`config.mk`:
```
export PLATFORM = sky130hd
export DESIGN_NAME = gpio_player_link_rx
export DESIGN_NICKNAME = d
export VERILOG_FILES = /design/src/rtl/gpio_player_link_rx.sv
export SDC_FILE = /design/constraint.sdc
export NUM_CORES = 1
export LEC_CHECK = 0
export CAP_MARGIN = 15
export CORE_MARGIN = 3
export CORE_UTILIZATION = 40
export CTS_CLUSTER_SIZE = 10
export DETAILED_ROUTE_END_ITERATION = 7
export GPL_TIMING_DRIVEN = 0
export PLACE_DENSITY = 0.66
export SETUP_SLACK_MARGIN = 0.05
export SYNTH_ARGS = -nofsm -noshare
export SYNTH_HDL_FRONTEND = slang
export SYNTH_SLANG_ARGS = --single-unit
export TNS_END_PERCENT = 20
```
`constraint.sdc`:
```
create_clock -name i_clock -period 3.4 [get_ports i_clock]
set_clock_uncertainty 0.2 [all_clocks]
set_input_delay 0.68 -clock i_clock [delete_from_list [all_inputs] [get_ports i_clock]]
set_output_delay 0.68 -clock i_clock [all_outputs]
set_load 0.01 [all_outputs]
```
`src/rtl/gpio_player_link_rx.sv`:
```
// ---------------------------------------------------------------------------
// gpio_player_link_rx
//   Board-1 receiver for the two-board GPIO player link. Raw remote pins are
//   synchronised, glitch-filtered per group (move / colour / play) and gated
//   by a link-state FSM before reaching the game engine. The remote player's
//   score is registered back out to the GPIO header.
//
// Ports
//   i_clock          system clock (50 MHz VGA domain)
//   i_reset          asynchronous, active-low reset
//   i_gpio_move[1:0] raw move pins, [0]=up [1]=down
//   i_gpio_colour[2:0] raw paddle colour pins
//   i_gpio_play      raw play/serve pin
//   i_score_value[3:0] remote score from game engine
//   o_gpio_score[3:0] registered score to remote board
//   o_move_up / o_move_down  filtered, decoded move requests
//   o_colour[2:0]    filtered paddle colour
//   o_play_level     filtered play state (or pause/resume latch, see below)
//   o_play_pulse     one-cycle strobe on accepted play rising edge
//   o_link_up        every input group has settled since reset
//
// Build option
//   PLAY_TOGGLE_EN   when defined, o_play_level toggles on each accepted play
//                    rising edge; otherwise it follows the accepted play pin.
// ---------------------------------------------------------------------------

// Per-group stability filter: a value is accepted once the synchronised
// input has matched the candidate for FILTER_CYCLES consecutive cycles.
module gpio_player_link_rx_filter #(
  parameter int W             = 1,
  parameter int FILTER_CYCLES = 50000,
  parameter int CNT_W         = 16
) (
  input  logic         i_clock,
  input  logic         i_reset,
  input  logic         i_en,
  input  logic [W-1:0] i_sync,
  output logic [W-1:0] o_acc,
  output logic         o_seen
);
  localparam logic [CNT_W-1:0] CNT_MAX = CNT_W'(FILTER_CYCLES - 1);

  logic [W-1:0]     r_cand;
  logic [CNT_W-1:0] r_cnt;
  logic [W-1:0]     r_acc;
  logic             r_seen;

  always_ff @(posedge i_clock or negedge i_reset) begin
    if (!i_reset) begin
      r_cand <= '0;
      r_cnt  <= '0;
      r_acc  <= '0;
      r_seen <= 1'b0;
    end else if (!i_en || (i_sync != r_cand)) begin
      // While disabled the candidate just tracks the chain so the count
      // starts cleanly once the sync chain has flushed its reset zeros.
      r_cand <= i_sync;
      r_cnt  <= '0;
    end else if (r_cnt < CNT_MAX) begin
      r_cnt <= r_cnt + CNT_W'(1);
    end else begin
      // Counter saturates here; acceptance repeats harmlessly every cycle.
      r_acc  <= r_cand;
      r_seen <= 1'b1;
    end
  end

  assign o_acc  = r_acc;
  assign o_seen = r_seen;
endmodule

module gpio_player_link_rx #(
  parameter int SYNC_STAGES   = 2,
  parameter int FILTER_CYCLES = 50000,
  parameter int CNT_W         = 16
) (
  input  logic       i_clock,
  input  logic       i_reset,
  input  logic [1:0] i_gpio_move,
  input  logic [2:0] i_gpio_colour,
  input  logic       i_gpio_play,
  input  logic [3:0] i_score_value,
  output logic [3:0] o_gpio_score,
  output logic       o_move_up,
  output logic       o_move_down,
  output logic [2:0] o_colour,
  output logic       o_play_level,
  output logic       o_play_pulse,
  output logic       o_link_up
);
  typedef enum logic [1:0] {LINK_DOWN, LINK_SYNC, LINK_UP} link_st_e;

  localparam int DN_W = $clog2(SYNC_STAGES + 1);
  localparam logic [DN_W-1:0] DN_LAST = DN_W'(SYNC_STAGES - 1);

  link_st_e r_state, w_next;
  logic [DN_W-1:0] r_dn_cnt;

  // ---- synchroniser: all 6 pin bits, {play, colour, move} ----
  logic [SYNC_STAGES-1:0][5:0] r_sync;
  logic [5:0] w_pins, w_synced;

  assign w_pins   = {i_gpio_play, i_gpio_colour, i_gpio_move};
  assign w_synced = r_sync[SYNC_STAGES-1];

  always_ff @(posedge i_clock or negedge i_reset) begin
    if (!i_reset) r_sync <= '0;
    else          r_sync <= {r_sync[SYNC_STAGES-2:0], w_pins};
  end

  // ---- filters ----
  logic       w_filt_en;
  logic [1:0] w_move_acc;
  logic [2:0] w_colour_acc;
  logic       w_play_acc;
  logic       w_move_seen, w_colour_seen, w_play_seen;

  assign w_filt_en = (r_state != LINK_DOWN);

  gpio_player_link_rx_filter #(.W(2), .FILTER_CYCLES(FILTER_CYCLES), .CNT_W(CNT_W)) u_filt_move (
    .i_clock(i_clock), .i_reset(i_reset), .i_en(w_filt_en),
    .i_sync(w_synced[1:0]), .o_acc(w_move_acc), .o_seen(w_move_seen));

  gpio_player_link_rx_filter #(.W(3), .FILTER_CYCLES(FILTER_CYCLES), .CNT_W(CNT_W)) u_filt_colour (
    .i_clock(i_clock), .i_reset(i_reset), .i_en(w_filt_en),
    .i_sync(w_synced[4:2]), .o_acc(w_colour_acc), .o_seen(w_colour_seen));

  gpio_player_link_rx_filter #(.W(1), .FILTER_CYCLES(FILTER_CYCLES), .CNT_W(CNT_W)) u_filt_play (
    .i_clock(i_clock), .i_reset(i_reset), .i_en(w_filt_en),
    .i_sync(w_synced[5]), .o_acc(w_play_acc), .o_seen(w_play_seen));

  // ---- link FSM: state register ----
  always_ff @(posedge i_clock or negedge i_reset) begin
    if (!i_reset) begin
      r_state  <= LINK_DOWN;
      r_dn_cnt <= '0;
    end else begin
      r_state <= w_next;
      if (r_state == LINK_DOWN && r_dn_cnt != DN_LAST) r_dn_cnt <= r_dn_cnt + DN_W'(1);
    end
  end

  // ---- link FSM: next state ----
  always_comb begin
    w_next = r_state;
    case (r_state)
      LINK_DOWN: if (r_dn_cnt == DN_LAST) w_next = LINK_SYNC;
      LINK_SYNC: if (w_move_seen && w_colour_seen && w_play_seen) w_next = LINK_UP;
      LINK_UP:   w_next = LINK_UP;
      default:   w_next = LINK_DOWN;
    endcase
  end

  // ---- play edge detect ----
  logic r_play_d;
  logic w_play_rise;

  assign w_play_rise = (r_state == LINK_UP) && w_play_acc && !r_play_d;

  always_ff @(posedge i_clock or negedge i_reset) begin
    if (!i_reset) r_play_d <= 1'b0;
    else          r_play_d <= w_play_acc;
  end

`ifdef PLAY_TOGGLE_EN
  logic r_toggle;
  always_ff @(posedge i_clock or negedge i_reset) begin
    if (!i_reset)         r_toggle <= 1'b0;
    else if (w_play_rise) r_toggle <= ~r_toggle;
  end
`endif

  // ---- link FSM: outputs (everything gated until LINK_UP) ----
  always_comb begin
    o_link_up    = (r_state == LINK_UP);
    o_move_up    = o_link_up && (w_move_acc == 2'b01);
    o_move_down  = o_link_up && (w_move_acc == 2'b10);
    o_colour     = o_link_up ? w_colour_acc : 3'b000;
`ifdef PLAY_TOGGLE_EN
    o_play_level = o_link_up && r_toggle;
`else
    o_play_level = o_link_up && w_play_acc;
`endif
    o_play_pulse = w_play_rise;
  end

  // ---- score path: straight register, no decode glitches on the pins ----
  logic [3:0] r_score;
  always_ff @(posedge i_clock or negedge i_reset) begin
    if (!i_reset) r_score <= '0;
    else          r_score <= i_score_value;
  end
  assign o_gpio_score = r_score;
endmodule

```
# Word-level counts from Yosys, hierarchy flattened
# Index checks and enable logic that the tools add are counted.
[totals]
wordCells = 73
out_inout_bits = 12
input_bits = 12
ff_bits = 84
[op_classes]
n_mux = 10
n_lt_le_gt_ge = 3
addsub = 4
eq_ne = 11
reduce_logical = 21
bitwise_logic = 6
[op_table]
columns = ["op", "n"]
rows = [
  ["two-way mux 16 bit", 6],
  ["adder 16 x 1 -> 16 bit (second input constant)", 3],
  ["less-than comparator 16 bit (second input constant)", 3],
  ["AND reduction 2 bit", 4],
  ["nonzero test 2 bit", 4],
  ["logical AND 1 bit", 7],
  ["== test 2 x 1 -> 1 bit (second input constant)", 3],
  ["NOT 1 bit", 6],
  ["case mux 2 bit (3 select lines)", 1],
  ["== test 2 bit (second input constant)", 2],
  ["two-way mux 2 bit", 2],
  ["inequality test 2 x 1 -> 1 bit (second input constant)", 2],
  ["logical OR 1 bit", 3],
  ["two-way mux 3 bit", 1],
  ["inequality test 3 bit", 1],
  ["adder 2 x 1 -> 2 bit (second input constant)", 1],
  ["zero test 1 bit", 2],
  ["zero test 2 bit", 1],
  ["inequality test 2 bit", 1],
  ["inequality test 2 bit (second input constant)", 1],
  ["inequality test 1 bit", 1],
]

# Longest topological paths before layout
[depth]
word_depth = 5
ltp_mapped = 7
depth_no_buf = 6

# Cells and area by module
# Synthesis repeated with hierarchy kept, for this count alone.
[unflattened]
hier_cells = 391
hier_area_um2 = 4249.1
[by_module_without_submodules]
columns = ["module", "cells_each", "seq_area_each_um2", "area_each_um2", "instances"]
rows = [
  ["gpio_player_link_rx_filter at u_filt_colour", 122, 575.6, 1302.5, 1],
  ["gpio_player_link_rx_filter at u_filt_move", 115, 525.5, 1157.4, 1],
  ["gpio_player_link_rx_filter at u_filt_play", 107, 475.5, 1074.8, 1],
  ["gpio_player_link_rx", 47, 525.5, 714.4, 1],
]

# Least setup slack after synthesis
# OpenSTA, ideal clock, no wires.
[synth_timing]
path_type = "register to output"
from = "register r_state[0]"
to = "output o_play_pulse"
stages_incl_launch_ff = 5
arrival_ns = 1.174
n_path_buf = 0
t_required_ns = 2.520
setup_slack_ns = 1.346
cell_sequence = "dfrtp_1 > inv_1 > ha_1 > and2_1 > nor2b_1"
[synth_via]
elab_chain_cells = 3
[synth_rtl]
columns = ["item", "line", "source"]
rows = [
  ["start: declaration", "96", "link_st_e r_state, w_next;"],
  ["start signal: assignment", "138", "r_state <= w_next;"],
  ["== test 2 bit", "--", ""],
  ["named net o_link_up", "89", "output logic o_link_up"],
  ["logical AND 1 bit", "--", ""],
  ["named net o_play_level", "87", "output logic o_play_level,"],
  ["logical AND 1 bit", "158", "assign w_play_rise = (r_state == LINK_UP) && w_play_acc && !r_play_d;"],
  ["end: declaration", "88", "output logic o_play_pulse,"],
]
# The timed path passes the listed nets, and every way through them passes these cells.

# Worst setup path in the final report
[layout_timing]
from = "register r_state[0]"
to = "output o_play_pulse"
[layout_via]
elab_chain_cells = 3
[layout_rtl]
columns = ["item", "line"]
rows = [
  ["== test 2 bit", "158"],
  ["logical AND 1 bit (2 in a row)", "158"],
]
# Every way passes these cells.

==> results.yml <==
cts:
  clock_sinks: 84
  h-tree-depth: 3
  cts.repair.resized: 0
  cts_tree: "done"
  cts-root-buf: "clkbuf_8"
  clk_latency_ns: 0.36
  cts.clk_slew.worst_paths_ns: 0.09
  max-clock-path-buffers: 2
  cts_made_buffers: 9
  cts_hold_buffers: 0
  post_cts_buffers: 0
floorplanning:
  die_w_um: 108
  initial_core_util_pct: 41.7
  die-height_um: 108
  io_pins: 24
  die_area_um2: 11600
  coreArea_um2: 9910
  num_rows: 36
setup_path:
  cp-start-kind: "flop"
  cp_max_fo: 7
  path_class: "flop to output pin"
  cp.required_ns: 2.52
  arrival_ns: 2.18
  critPathCaptureType: "output pin"
route:
  avgRoutedWirePerCell_um: 14.5
  num_vias: 3077
  viasPerCell: 5.45
  dr.pass1.iters: 4
  drcViolationCount: 0
  dr.first_iter.drc_count: 124
  detail-route-antenna-nets: 0
  wl_um: 8210
power_and_ir_drop:
  vdd_drop_max_mv: 0.213
  leakage_nw: 1.84
  p_per_area_nw_per_um2: 388
sta:
  hold_viol: 0
  fin_crit_sh_pct: 89.9
  whs_ns: 0.0719
  period_needed_ns: 3.06
  finalMaxSlewViolations: 0
  fmax_ghz: 0.327
  tns_ns: 0
  setup_ws_ns: 0.344
  worst_pin_slew_ns: 0.635
  grt_setup_unrepaired: "false"
  slew_headroom_pct: 57.4
  setup_viol: 0
run:
  drv_cap: 0
global_routing:
  grt_pass1_wl_um: 14400
  use_met2_pct: 25.8
  antenna_found_initial: 0
  grt_use_total_pct: 15.4
  grt_pass1_vias: 3055
  grt.met1_usage_pct: 19.9
  busiest_layer: "met2"
  grt_overflow_total: 0
  use_met3_pct: 3.84
  grt_max_degree: 49
synthesis:
  synth-seq-cells: 84
  synthFlopType: "dfrtp_1"
  ys_seq_area_share_pct: 50.8
  synth_cell_types: 49
  yosys_warnings: 0
  synth-edff-count: 0
  synth.avg_cell_area_um2: 10.5
  syn_nets: 412
  netlist_area_um2: 4130
  async_flop_share_pct: 100
  synth_cells: 392
placed_design:
  pre_cts_slack_ns: 0.651
  gp_congestion: 0.888
  hpwl_um: 5790
  port_buffers: 23
  dp_cells: 549
final_layout:
  n_antenna_cell: 0
  final_cells: 565
  finish.utilization_pct: 47.9
  layout_common_cells: "84 x dfrtp_1, 35 x nand2_1, 26 x a21oi_1"
  num-nets-final: 447
  drive_above_1_share_pct: 11.1
  synthToLayoutAreaGrowth_pct: 14.9
  fillers: 922
  final_common_cell: "dfrtp_1"
min_path:
  hold_class: "primary input to asynchronous set/reset pin"
outcome:
  status: "complete, no violations"
[sequential cells by signal, indices dropped and copies added (netlist names), 2 cells and up]
signal	flops
r_dn_cnt	2
r_state	2
w_synced	6
o_gpio_score	4
u_filt_colour.o_acc	3
u_filt_colour.r_cnt	16
u_filt_move.o_acc	2
r_sync	6
u_filt_colour.r_cand	3
u_filt_move.r_cnt	16
u_filt_play.r_cnt	16
u_filt_move.r_cand	2
[metal layers]
metal | part of all wire, % | vias to the layer above | routed length, um
met3 | 2.7 | 9 | 222
met1 | 46 | 1502 | 3750
met4 | 0.85 | 0 | 70
met5 | 0 | - | 0
li1 | - | 1527 | -
met2 | 51 | 39 | 4170
[logic make-up (layout without fill, tap and decap cells)]
group,Yosys count,count (layout),share of synthesized area [%]
XOR/XNOR,9,9,1.91
AO/OA/AOI/OAI,78,78,12.3
adder cells (fa/ha/maj),8,8,2.42
multiplexers,21,21,5.27
buffers and inverters,26,66,3.06
flip-flops,84,84,50.8
AND/OR/NAND/NOR,166,166,24.2
[layout make-up]
cell class / instances / area [um^2] / area share (%)
multi-input combinational: 282 / 1910 / 40.1
sequential: 84 / 2100 / 44.3
timing repair buffer: 24 / 255 / 5.37
buffer: 19 / 100 / 2.11
tap: 133 / 166 / 3.50
inverter: 7 / 26.3 / 0.553
clock inverter: 6 / 56.3 / 1.19
clock buffer: 10 / 138 / 2.90
[synthesized netlist by cell type (all sizes together), types with 2 or more instances]
master | count | area [um^2]
a21oi | 26 | 130
nand3 | 19 | 100
nor4 | 15 | 145
xor2 | 8 | 70.1
nor2 | 12 | 45.0
or3 | 16 | 100
a21boi | 2 | 15.0
dfrtp | 84 | 2100
o211ai | 2 | 15.0
o31ai | 13 | 97.6
mux2 | 6 | 67.6
nand2b | 11 | 68.8
mux2i | 15 | 150
nor3 | 9 | 55.1
or2 | 5 | 31.3
inv | 7 | 26.3
clkbuf | 11 | 41.3
or4 | 14 | 105
o21ai | 18 | 90.1
ha | 8 | 100
buf | 8 | 58.8
nand4 | 8 | 50.1
nand2 | 35 | 131
a31oi | 2 | 12.5
a211oi | 3 | 27.5
nor4b | 4 | 35.0
and4 | 5 | 43.8
o21a | 5 | 37.5
and3 | 4 | 25.0
and2 | 4 | 25.0
o31a | 2 | 17.5
[final timing paths]
| kind | end | slack [ns] | from | depth (start not counted) |
|---|---|---|---|---|
| max | o_play_pulse | 0.34 | r_state[0] | 5 |
| min | u_filt_colour.r_cnt[1] | 0.07 | i_reset | 1 |
| max reg2reg | u_filt_colour.r_cnt[3] | 1.11 | r_state[0] | 6 |
| min reg2reg | w_synced[1] | 0.16 | r_sync[1] | 0 |
| max in group asynchronous | w_synced[0] | 2.33 | i_reset | 2 |
| min in group i_clock | w_synced[1] | 0.16 | r_sync[1] | 0 |
[worst max-delay path: stages, from the launching register on]
cell and delay [ns]:
dfrtp_1 0.39, inv_1 0.13, ha_1 0.33, and2_1 0.18
nor2b_1 0.22, clkdlybuf4s50_1 0.57
[through the flow]
stage	total power [mW]	instance area, um^2
global route	1.93	4750
global placement	1.16	4530
detailed placement	1.17	4560
finish	1.84	4750
CTS	1.88	4750
floorplan	1.11	4130
[where the power goes]
group	internal, mW	switching, mW	leakage [nW]	total (mW)
Sequential	1.02	0.0156	1.11	1.04
Combinational	0.0467	0.0665	0.637	0.113
Clock	0.299	0.395	0.0965	0.695
(Power assumes the default switching activity.)
==> edit (same settings) <==
The output `o_gpio_score` loses its register stage (`r_score` becomes a continuous assignment).
--- a/src/rtl/gpio_player_link_rx.sv
+++ b/src/rtl/gpio_player_link_rx.sv
@@ -186,10 +186,7 @@
 
   // ---- score path: straight register, no decode glitches on the pins ----
   logic [3:0] r_score;
-  always_ff @(posedge i_clock or negedge i_reset) begin
-    if (!i_reset) r_score <= '0;
-    else          r_score <= i_score_value;
-  end
+  assign r_score = i_score_value;
   assign o_gpio_score = r_score;
 endmodule
 
Check against the original RTL: not equivalent (Yosys sat finds a counterexample within 4 cycles, from zero or initial values and one cycle with i_reset low).
==> edit against the unedited design <==
Non-clock buffer count decreased by 1; cell area decreased by 10%; hold slack got worse by 5.5 ps; register-to-register slack improved by 120 ps; highest routed layer unchanged; power decreased by 6.2%; critical endpoint unchanged; count of clock-buffer cells in the layout increased by 4; global-route usage decreased by 1.4 points; sequential cell count decreased by 4; synthesized area decreased by 9.6%; maximum frequency increased by 3.2%; setup slack improved by 95 ps; routed wire length decreased by 20%; final cell count decreased by 10%; largest power group unchanged.
==> edit: results (changes against the unedited design) <==
stage	metric	value	unit	change
run_status	status	finished, final reports clean		
global_routing	grt_pass1_wl	11.7	mm	-18%
power	leakage	1.78	nW	-3.5%
timing	finalMaxSlewViolations	0		unchanged
detailed_routing	highest_layer	met4		
detailed_routing	vias_per_cell	5.18		-5.0%
place	dpl.hpwl	4.50	mm	-22%
cells_and_area	drive_gt1_share	10.3	%	-0.81 points
synth	synthTopCellsByArea	dfrtp_1, xnor2_1, nor2_1		
place	io_buffer_count	19		-17%
timing	relSlewSlack	63.7	%	+6.3 points
synth	synth_fa_ha_area_share	2.68	%	+0.26 points
synth	synthTopCellsByCount	dfrtp_1, nor2_1, xnor2_1		
place	place_inst	490		-11%
cells_and_area	fill_cells	816		-11%
global_routing	met3_usage	2.84	%	-1.0 points
timing	finalCritPeriodShare	87.1	%	-2.8 points
place	gp_congestion	0.826		-7.0%
setup_path	r2r_slack	1230	ps	+120 ps
synth	synth_nets	382		-7.3%
setup_path	arrival	2080	ps	-100 ps
detailed_routing	first_iter_violations	116		-6.5%
detailed_routing	met3_length	232	um	+4.5%
place	postPlaceCellArea	4090	sq um	-10%
synth	ys_types	36		-27%
setup_path	rr_worst_depth	5		-1
detailed_routing	num_vias	2619		-15%
synth	yosysSeqAreaShare	53.6	%	+2.7 points
synth	synth_mux_area_share	3.01	%	-2.3 points
detailed_routing	routed-wl-met2	3.02	mm	-27%
cts	cts.repair.resized	0		unchanged
setup_path	rr_endpoint	u_filt_colour.o_acc[2]		
cells_and_area	layout.nets	413		-7.6%
detailed_routing	dr.pass1.iters	4		unchanged
global_routing	gr-usage-all-layers	14.0	%	-1.4 points
synth	synth_compound_area_share	3.78	%	-8.5 points
global_routing	gr-usage-met1	19.4	%	-0.51 points
setup_path	endpoint	o_play_pulse		
place	dp_slack	793	ps	+142 ps
synth	synth-xor-area-share	10.3	%	+8.4 points
synth	avgSynthCellArea	10.3	sq um	-2.1%
power	vdd_drop_max	0.304	mV	+42%
global_routing	met2_usage	21.7	%	-4.1 points
detailed_routing	wl_met1	3.20	mm	-15%
timing	whs	66.4	ps	-5.45 ps
detailed_routing	wl_per_cell	13.0	um	-11%
## edit: cell types whose count changed in the layout (fill, tap and decap cells not counted), moves of 7 or more
cell and delta:
a21oi_1 -19, mux2i_1 -15, nand2_1 -14, nand2b_1 -7, nor2_1 +46, nor3_1 +10, o21ai_0 -7, o31ai_1 -13
or3_1 -14, or4_1 -14, xnor2_1 +38
## edit: where the power goes
| part | switching (mW) | total (mW) | internal [mW] |
|---|---|---|---|
| registers | 0.0139 | 0.985 | 0.971 |
| logic | 0.0527 | 0.0916 | 0.0389 |
| clock network | 0.328 | 0.653 | 0.325 |
## edit: critical path: stages (launching register included)
cell	delay (ps)
dfrtp_1	390
inv_1	110
ha_1	330
and2_1	220
nor2b_1	140
clkdlybuf4s50_1	540
## edit: layout make-up
class	count	area, sq um	share of cell area (%)
multi-input cells	253	1600	37.4
repair buffers	20	215	5.04
clock buffers	14	173	4.04
inverters	7	26.3	0.615
well taps	108	135	3.16
flip-flops and latches	80	2000	46.9
plain buffers	22	109	2.55
clock inverters	2	12.5	0.293
